$ cat src/rtl/vga_sync_receiver.sv
// Sink-side VGA timing recovery: rebuilds the pixel position from an hsync/vsync pair,
// measures the incoming timing and reports lock once consecutive frames agree.
module vga_sync_receiver #(
    parameter int ACTIVE_LOW  = 1,
    parameter int H_START     = 144,
    parameter int H_ACTIVE    = 640,
    parameter int V_START     = 35,
    parameter int V_ACTIVE    = 480,
    parameter int LOCK_FRAMES = 3
) (
    input  logic        i_clk,
    input  logic        i_rst,
    input  logic        i_hsync_in,
    input  logic        i_vsync_in,
    output logic [10:0] o_x,
    output logic [9:0]  o_y,
    output logic        o_display_on,
    output logic        o_locked,
    output logic [10:0] o_line_len,
    output logic [9:0]  o_frame_lines,
    output logic [10:0] o_hsync_width,
    output logic [9:0]  o_vsync_width,
    output logic        o_frame_strobe
);
    localparam logic [1:0]  ST_SEARCH = 2'd0;
    localparam logic [1:0]  ST_TRACK  = 2'd1;
    localparam logic [1:0]  ST_LOCKED = 2'd2;
    localparam logic        ACT_LVL   = (ACTIVE_LOW != 0) ? 1'b0 : 1'b1;
    localparam logic        IDLE_LVL  = (ACTIVE_LOW != 0) ? 1'b1 : 1'b0;
    localparam logic [10:0] H_LO      = 11'(H_START);
    localparam logic [10:0] H_HI      = 11'(H_START + H_ACTIVE);
    localparam logic [9:0]  V_LO      = 10'(V_START);
    localparam logic [9:0]  V_HI      = 10'(V_START + V_ACTIVE);
    localparam logic [3:0]  LOCK_N    = 4'(LOCK_FRAMES);
    localparam logic [10:0] H_MAX     = 11'h7FF;
    localparam logic [9:0]  V_MAX     = 10'h3FF;

    logic [1:0]  r_hs_sync, r_vs_sync;
    logic        r_hs_prev, r_vs_prev;
    logic [10:0] r_hcnt, r_line_len, r_hsync_width, r_ref_ll, r_x;
    logic [9:0]  r_vcnt, r_frame_lines, r_vsync_width, r_ref_fl, r_y;
    logic [1:0]  r_state;
    logic [3:0]  r_lock_cnt;
    logic        r_locked, r_display_on, r_frame_strobe;

    logic        w_hs_act, w_vs_act, w_hs_rise, w_hs_fall, w_vs_rise, w_vs_fall;
    logic [10:0] w_hcnt_inc, w_ll_cur;
    logic [9:0]  w_vcnt_inc;
    logic [3:0]  w_lock_cnt_inc, w_lock_cnt_nxt;
    logic [1:0]  w_state_nxt;
    logic        w_timeout, w_match, w_in_win;

    assign w_hs_act       = (r_hs_sync[1] == ACT_LVL);
    assign w_vs_act       = (r_vs_sync[1] == ACT_LVL);
    assign w_hs_rise      = w_hs_act & ~r_hs_prev;
    assign w_hs_fall      = ~w_hs_act & r_hs_prev;
    assign w_vs_rise      = w_vs_act & ~r_vs_prev;
    assign w_vs_fall      = ~w_vs_act & r_vs_prev;
    assign w_hcnt_inc     = (r_hcnt == H_MAX) ? H_MAX : (r_hcnt + 11'd1);
    assign w_vcnt_inc     = (r_vcnt == V_MAX) ? V_MAX : (r_vcnt + 10'd1);
    assign w_timeout      = (r_hcnt == H_MAX);
    assign w_lock_cnt_inc = r_lock_cnt + 4'd1;
    // A line ending in the same clock as the vsync edge must count as this frame's line length.
    assign w_ll_cur       = w_hs_rise ? w_hcnt_inc : r_line_len;
    assign w_match        = (w_ll_cur == r_ref_ll) && (w_vcnt_inc == r_ref_fl) &&
                            (w_ll_cur != 11'd0) && (w_vcnt_inc != 10'd0);
    assign w_in_win       = (r_state == ST_LOCKED) &&
                            (r_hcnt >= H_LO) && (r_hcnt < H_HI) &&
                            (r_vcnt >= V_LO) && (r_vcnt < V_HI);

    // Pin synchronizers and the previous normalised level used for edge detection
    always_ff @(posedge i_clk) begin
        if (i_rst) begin
            r_hs_sync <= {2{IDLE_LVL}};
            r_vs_sync <= {2{IDLE_LVL}};
            r_hs_prev <= 1'b0;
            r_vs_prev <= 1'b0;
        end else begin
            r_hs_sync <= {r_hs_sync[0], i_hsync_in};
            r_vs_sync <= {r_vs_sync[0], i_vsync_in};
            r_hs_prev <= w_hs_act;
            r_vs_prev <= w_vs_act;
        end
    end

    // Position counters and timing measurements
    always_ff @(posedge i_clk) begin
        if (i_rst) begin
            r_hcnt         <= 11'd0;
            r_vcnt         <= 10'd0;
            r_line_len     <= 11'd0;
            r_hsync_width  <= 11'd0;
            r_frame_lines  <= 10'd0;
            r_vsync_width  <= 10'd0;
            r_frame_strobe <= 1'b0;
        end else begin
            r_hcnt         <= w_hs_rise ? 11'd0 : w_hcnt_inc;
            r_frame_strobe <= w_vs_rise;
            if (w_vs_rise) begin
                r_vcnt <= 10'd0;
            end else if (w_hs_rise) begin
                r_vcnt <= w_vcnt_inc;
            end else begin
                r_vcnt <= r_vcnt;
            end
            if (w_hs_rise) r_line_len <= w_hcnt_inc;
            if (w_hs_fall) r_hsync_width <= w_hcnt_inc;
            if (w_vs_rise) r_frame_lines <= w_vcnt_inc;
            if (w_vs_fall) r_vsync_width <= w_vcnt_inc;
        end
    end

    // Lock state machine: next state and consecutive-match count
    always_comb begin
        w_state_nxt    = r_state;
        w_lock_cnt_nxt = r_lock_cnt;
        case (r_state)
            ST_SEARCH: begin
                if (w_vs_rise) begin
                    w_state_nxt    = ST_TRACK;
                    w_lock_cnt_nxt = 4'd0;
                end else begin
                    w_state_nxt = ST_SEARCH;
                end
            end
            ST_TRACK: begin
                if (w_timeout) begin
                    w_state_nxt    = ST_SEARCH;
                    w_lock_cnt_nxt = 4'd0;
                end else if (w_vs_rise && w_match) begin
                    w_lock_cnt_nxt = w_lock_cnt_inc;
                    if (w_lock_cnt_inc == LOCK_N) begin
                        w_state_nxt = ST_LOCKED;
                    end else begin
                        w_state_nxt = ST_TRACK;
                    end
                end else if (w_vs_rise) begin
                    w_lock_cnt_nxt = 4'd0;
                end else begin
                    w_lock_cnt_nxt = r_lock_cnt;
                end
            end
            ST_LOCKED: begin
                if (w_timeout || (w_vs_rise && !w_match)) begin
                    w_state_nxt    = ST_SEARCH;
                    w_lock_cnt_nxt = 4'd0;
                end else begin
                    w_state_nxt = ST_LOCKED;
                end
            end
            default: begin
                w_state_nxt    = ST_SEARCH;
                w_lock_cnt_nxt = 4'd0;
            end
        endcase
    end

    // Lock state registers and the previous frame's reference measurements
    always_ff @(posedge i_clk) begin
        if (i_rst) begin
            r_state    <= ST_SEARCH;
            r_lock_cnt <= 4'd0;
            r_locked   <= 1'b0;
            r_ref_ll   <= 11'd0;
            r_ref_fl   <= 10'd0;
        end else begin
            r_state    <= w_state_nxt;
            r_lock_cnt <= w_lock_cnt_nxt;
            r_locked   <= (w_state_nxt == ST_LOCKED);
            if (w_vs_rise) begin
                r_ref_ll <= w_ll_cur;
                r_ref_fl <= w_vcnt_inc;
            end
        end
    end

    // Display window and recovered coordinates, one clock behind the counters
    always_ff @(posedge i_clk) begin
        if (i_rst) begin
            r_display_on <= 1'b0;
            r_x          <= 11'd0;
            r_y          <= 10'd0;
        end else begin
            r_display_on <= w_in_win;
            r_x          <= w_in_win ? (r_hcnt - H_LO) : 11'd0;
            r_y          <= w_in_win ? (r_vcnt - V_LO) : 10'd0;
        end
    end

    assign o_x            = r_x;
    assign o_y            = r_y;
    assign o_display_on   = r_display_on;
    assign o_locked       = r_locked;
    assign o_line_len     = r_line_len;
    assign o_frame_lines  = r_frame_lines;
    assign o_hsync_width  = r_hsync_width;
    assign o_vsync_width  = r_vsync_width;
    assign o_frame_strobe = r_frame_strobe;
endmodule

$ cat config.mk
export PLATFORM = sky130hd
export DESIGN_NAME = vga_sync_receiver
export DESIGN_NICKNAME = d
export VERILOG_FILES = /design/src/rtl/vga_sync_receiver.sv
export SDC_FILE = /design/constraint.sdc
export NUM_CORES = 1
export LEC_CHECK = 0
export ABC_CLOCK_PERIOD_IN_PS = 2600
export CORE_ASPECT_RATIO = 0.6
export CORE_MARGIN = 1.5
export CORE_UTILIZATION = 52
export CTS_BUF_LIST = sky130_fd_sc_hd__clkbuf_2
export DETAILED_ROUTE_END_ITERATION = 8
export PLACE_DENSITY = 0.84
export SLEW_MARGIN = 10
export SYNTH_ARGS = -nofsm -noshare
export SYNTH_HDL_FRONTEND = slang
export SYNTH_SLANG_ARGS = --single-unit
export TNS_END_PERCENT = 20
$ cat constraint.sdc
create_clock -name i_clk -period 2.6 [get_ports i_clk]
set_input_delay 0.39 -clock i_clk [delete_from_list [all_inputs] [get_ports i_clk]]
set_output_delay 0.39 -clock i_clk [all_outputs]
set_load 0.005 [all_outputs]
==> impl_metrics.py <==
metrics = {
    "status": {
        "status": "finished clean",
    },
    "die": {
        "coreArea_um2": 9950,
        "die_h_um": 81.7,
        "num_rows": 28,
        "die_area_um2": 11000,
        "die_w_um": 134,
        "initial_core_util": 0.540,
        "io_pins": 70,
    },
    "detailed_routing": {
        "vias_per_cell": 5.92,
        "drtIter0Drc": 571,
        "final_antenna_net_count": 0,
        "wl_um": 16400,
        "wl_per_cell_um": 18.3,
        "drc": 0,
        "drtPass1Iterations": 6,
        "num_vias": 5317,
    },
    "sta": {
        "tightest_slew_ns": 0.937,
        "max-slew-margin-rel": 0.373,
        "period_minus_slack_ns": 2.52,
        "hold_viol": 0,
        "fmax_mhz": 396,
        "layout_worst_path_cycle_share": 0.971,
        "finalSetupTns_ns": 0,
        "rsz0062_at_grt": "true",
        "skew_ns": 0.0322,
        "slew_viol_final": 0,
        "final-setup-viol-count": 0,
    },
    "clock_network": {
        "numCtsBuffers": 9,
        "path_clk_slew_ns": 0.31,
        "clock_latency_ns": 0.63,
        "ctsHoldBuffers": 0,
        "clockRootBuffer": "clkbuf_2",
        "cts_tree": "built",
        "cts_sinks": 110,
        "htree_num_levels": 3,
        "cts_max_path_buffers": 2,
    },
    "logic_synthesis": {
        "muxShareOfSynthArea": 0.00559,
        "ys_ff_latch": 110,
        "ys_warn_count": 0,
        "syn_nets": 659,
        "syn_area_um2": 5370,
        "synth.largest_area_cell": "dfxtp_1",
        "synth_flop_cell": "dfxtp_1",
        "yosysSeqAreaShare": 0.410,
        "synth_compound_area_frac": 0.194,
        "ys_types": 76,
        "async_reset_ff_frac": 0,
        "synth_top_family_by_area": "simple AND/OR/NAND/NOR gates",
        "synthAdderAreaFrac": 0.0182,
        "synth_enable_flop_cells": 0,
        "synthXorXnorAreaFrac": 0.0408,
        "synth_top_area_frac": 0.410,
        "yosys.area_share.simple": 0.276,
        "syn_inst": 648,
        "syn_area_per_cell_um2": 8.29,
        "synth_area_leaders": "dfxtp_1 (41%), nor2_1 (7.3%), a21oi_1 (5.0%)",
    },
    "placed_design": {
        "hpwlAfterDp_um": 12100,
        "place_congestion": 0.936,
        "io_buffers": 69,
    },
    "critical_path": {
        "slowest_stage": "dfxtp_1",
        "critPathMaxFanout": 17,
        "crit_chain": "or2_4 > mux2i_1 > o221ai_1 > a211oi_2 > o2111ai_2 > nor4_4 > buf_6 > nand2_2 > a211oi_2",
        "critical_path.max_stage_delay_ns": 0.58,
        "r2r_start": "r_hs_sync[1]",
        "critPathCaptureType": "flip-flop",
        "endpoint": "r_state[1]",
        "critPathKind": "reg2reg",
        "cp-startpoint": "r_hs_sync[1]",
        "r2r_setup_slack_ns": 0.08,
        "critPathRequiredTime_ns": 3.15,
        "crit_arrival_ns": 3.08,
        "crit_path_start_kind": "flip-flop",
        "crit_top_cell": "a211oi_2",
        "worstReg2RegEnd": "r_state[1]",
        "rr_worst_depth": 9,
    },
    "finish": {
        "antennaDiodeCount": 0,
        "final_common_cell": "nor2_1",
        "final_cell_mix": "nor2_1 (105), dfxtp_1 (100), buf_4 (77)",
        "final_util": 0.687,
        "nets": 769,
        "drive_above_1_share": 0.203,
        "syn2layout_area_growth_pct": 27.3,
    },
    "power_and_ir_drop": {
        "power.total_uw": 2770,
        "power.density_nw_per_um2": 405,
        "power.leakage_uw": 0.00263,
        "ir_drop_mv": 0.358,
    },
    "flow_run": {
        "cap_violations": 0,
    },
    "global_routing": {
        "antenna_found_initial": 1,
        "track_usage": 0.300,
        "grt_pass1_wl_um": 25000,
        "grt_max_degree": 26,
        "grt_pass1_vias": 4679,
        "grt_overflow": 0,
    },
    "min_path": {
        "hp-class": "in2reg",
    },
}
worst max-delay path: cells and delay by family (launching register included):
kind                   cells  cell delay [ns]
AOI/OAI and AO/OA          4             0.77
DFF                        1             0.58
buffers and inverters      1             0.18
and+or+nand+nor            3             0.65
muxes                      1             0.29
synthesized netlist by cell type (3+ instances only):
cell,n
a21o_1,3
mux2i_1,3
clkbuf_1,29
o22ai_1,6
buf_2,10
ha_1,7
nand2b_1,5
o21ai_0,15
nand4_1,16
and2_1,13
nor2b_1,11
a31oi_1,7
nand3_1,16
a21oi_1,54
nand2_1,53
nor2_1,105
xnor2_1,17
a32oi_1,4
o31a_1,3
or3_1,5
a211oi_1,17
nor3b_1,3
nor3_1,14
buf_4,4
inv_1,11
dfxtp_1,110
buf_6,5
and3_1,9
o31ai_1,5
a311oi_1,5
a22o_1,4
or2_2,7
xor2_1,8
nand3b_1,4
and4_1,6
state kept, by name, indices dropped and copies added, names as in the netlist:
signal          cells
r_vs_sync           2
o_y                10
r_ref_fl           10
r_state             2
r_lock_cnt          4
o_hsync_width      11
o_locked            1
o_line_len         11
r_hcnt             11
r_ref_ll           11
r_hs_prev           1
r_vs_prev           1
o_vsync_width      10
o_display_on        1
o_frame_strobe      1
o_x                11
r_hs_sync           2
r_vcnt             10
report_power, final:
| part | leakage, µW | internal [µW] | switching, µW |
|---|---|---|---|
| Combinational | 0.00168 | 128 | 161 |
| Clock | 0.0000566 | 136 | 594 |
| Sequential | 0.000895 | 1720 | 29.9 |
| Total | 0.00263 | 1980 | 785 |
cell families (layout without fill, tap and decap cells):
family	Yosys count	after routing
AOI/OAI and AO/OA	152	152
xor gates and xnor gates	25	25
adders and majority gates	8	8
buffers and inverters	61	176
DFF	110	110
muxes	3	3
and+or+nand+nor	289	289
timing repair:
item | in CTS | in global routing
gates resized for setup | 14 | 28
endpoints found under the setup margin | 7 | 7
setup buffers | 4 | 3
pin swaps | 4 | 9
gates cloned | 0 | 0
layout make-up:
type | instances | area, µm²
clock buffer | 10 | 50.0
clock inverter | 6 | 45.0
multi-input combinational | 477 | 3000
timing repair buffer | 149 | 1320
fill | 815 | 3120
tap | 135 | 169
inverter | 11 | 41.3
sequential | 110 | 2220
how the worst min path moves through the flow:
stage | depth (start not counted) | slack [ns] | from | to
2_1_floorplan | 1 | 0.39 | r_hs_sync[0] | r_hs_sync[1]
3_3_place_gp | 1 | 0.39 | r_vs_sync[0] | r_vs_sync[1]
3_5_place_dp | 1 | 0.39 | r_hs_sync[0] | r_hs_sync[1]
4_1_cts | 2 | 0.13 | i_rst | o_vsync_width[7]
5_1_grt | 2 | 0.12 | i_rst | o_vsync_width[2]
6_report | 2 | 0.16 | i_rst | o_vsync_width[7]
metal layers:
metal / up-vias / part of all wire / track usage
met4: 0 / 0.0086 / 0.0581
met5: - / 0 / 0
met2: 277 / 0.41 / 0.427
li1: 2520 / - / -
met1: 2501 / 0.48 / 0.458
met3: 19 / 0.10 / 0.0691
per-stage QoR:
step,instance area [µm²],worst slack (ns),hold WS (ns),std cells
3_3_place_gp,6550,-0.138,0.391,875
5_1_grt,6830,-0.0344,0.121,898
4_1_cts,6720,-0.0156,0.128,895
2_1_floorplan,5370,0.115,0.389,648
3_5_place_dp,6550,-0.177,0.393,875
6_report,6830,0.0752,0.163,898
Power figures use the tool's default switching activity.
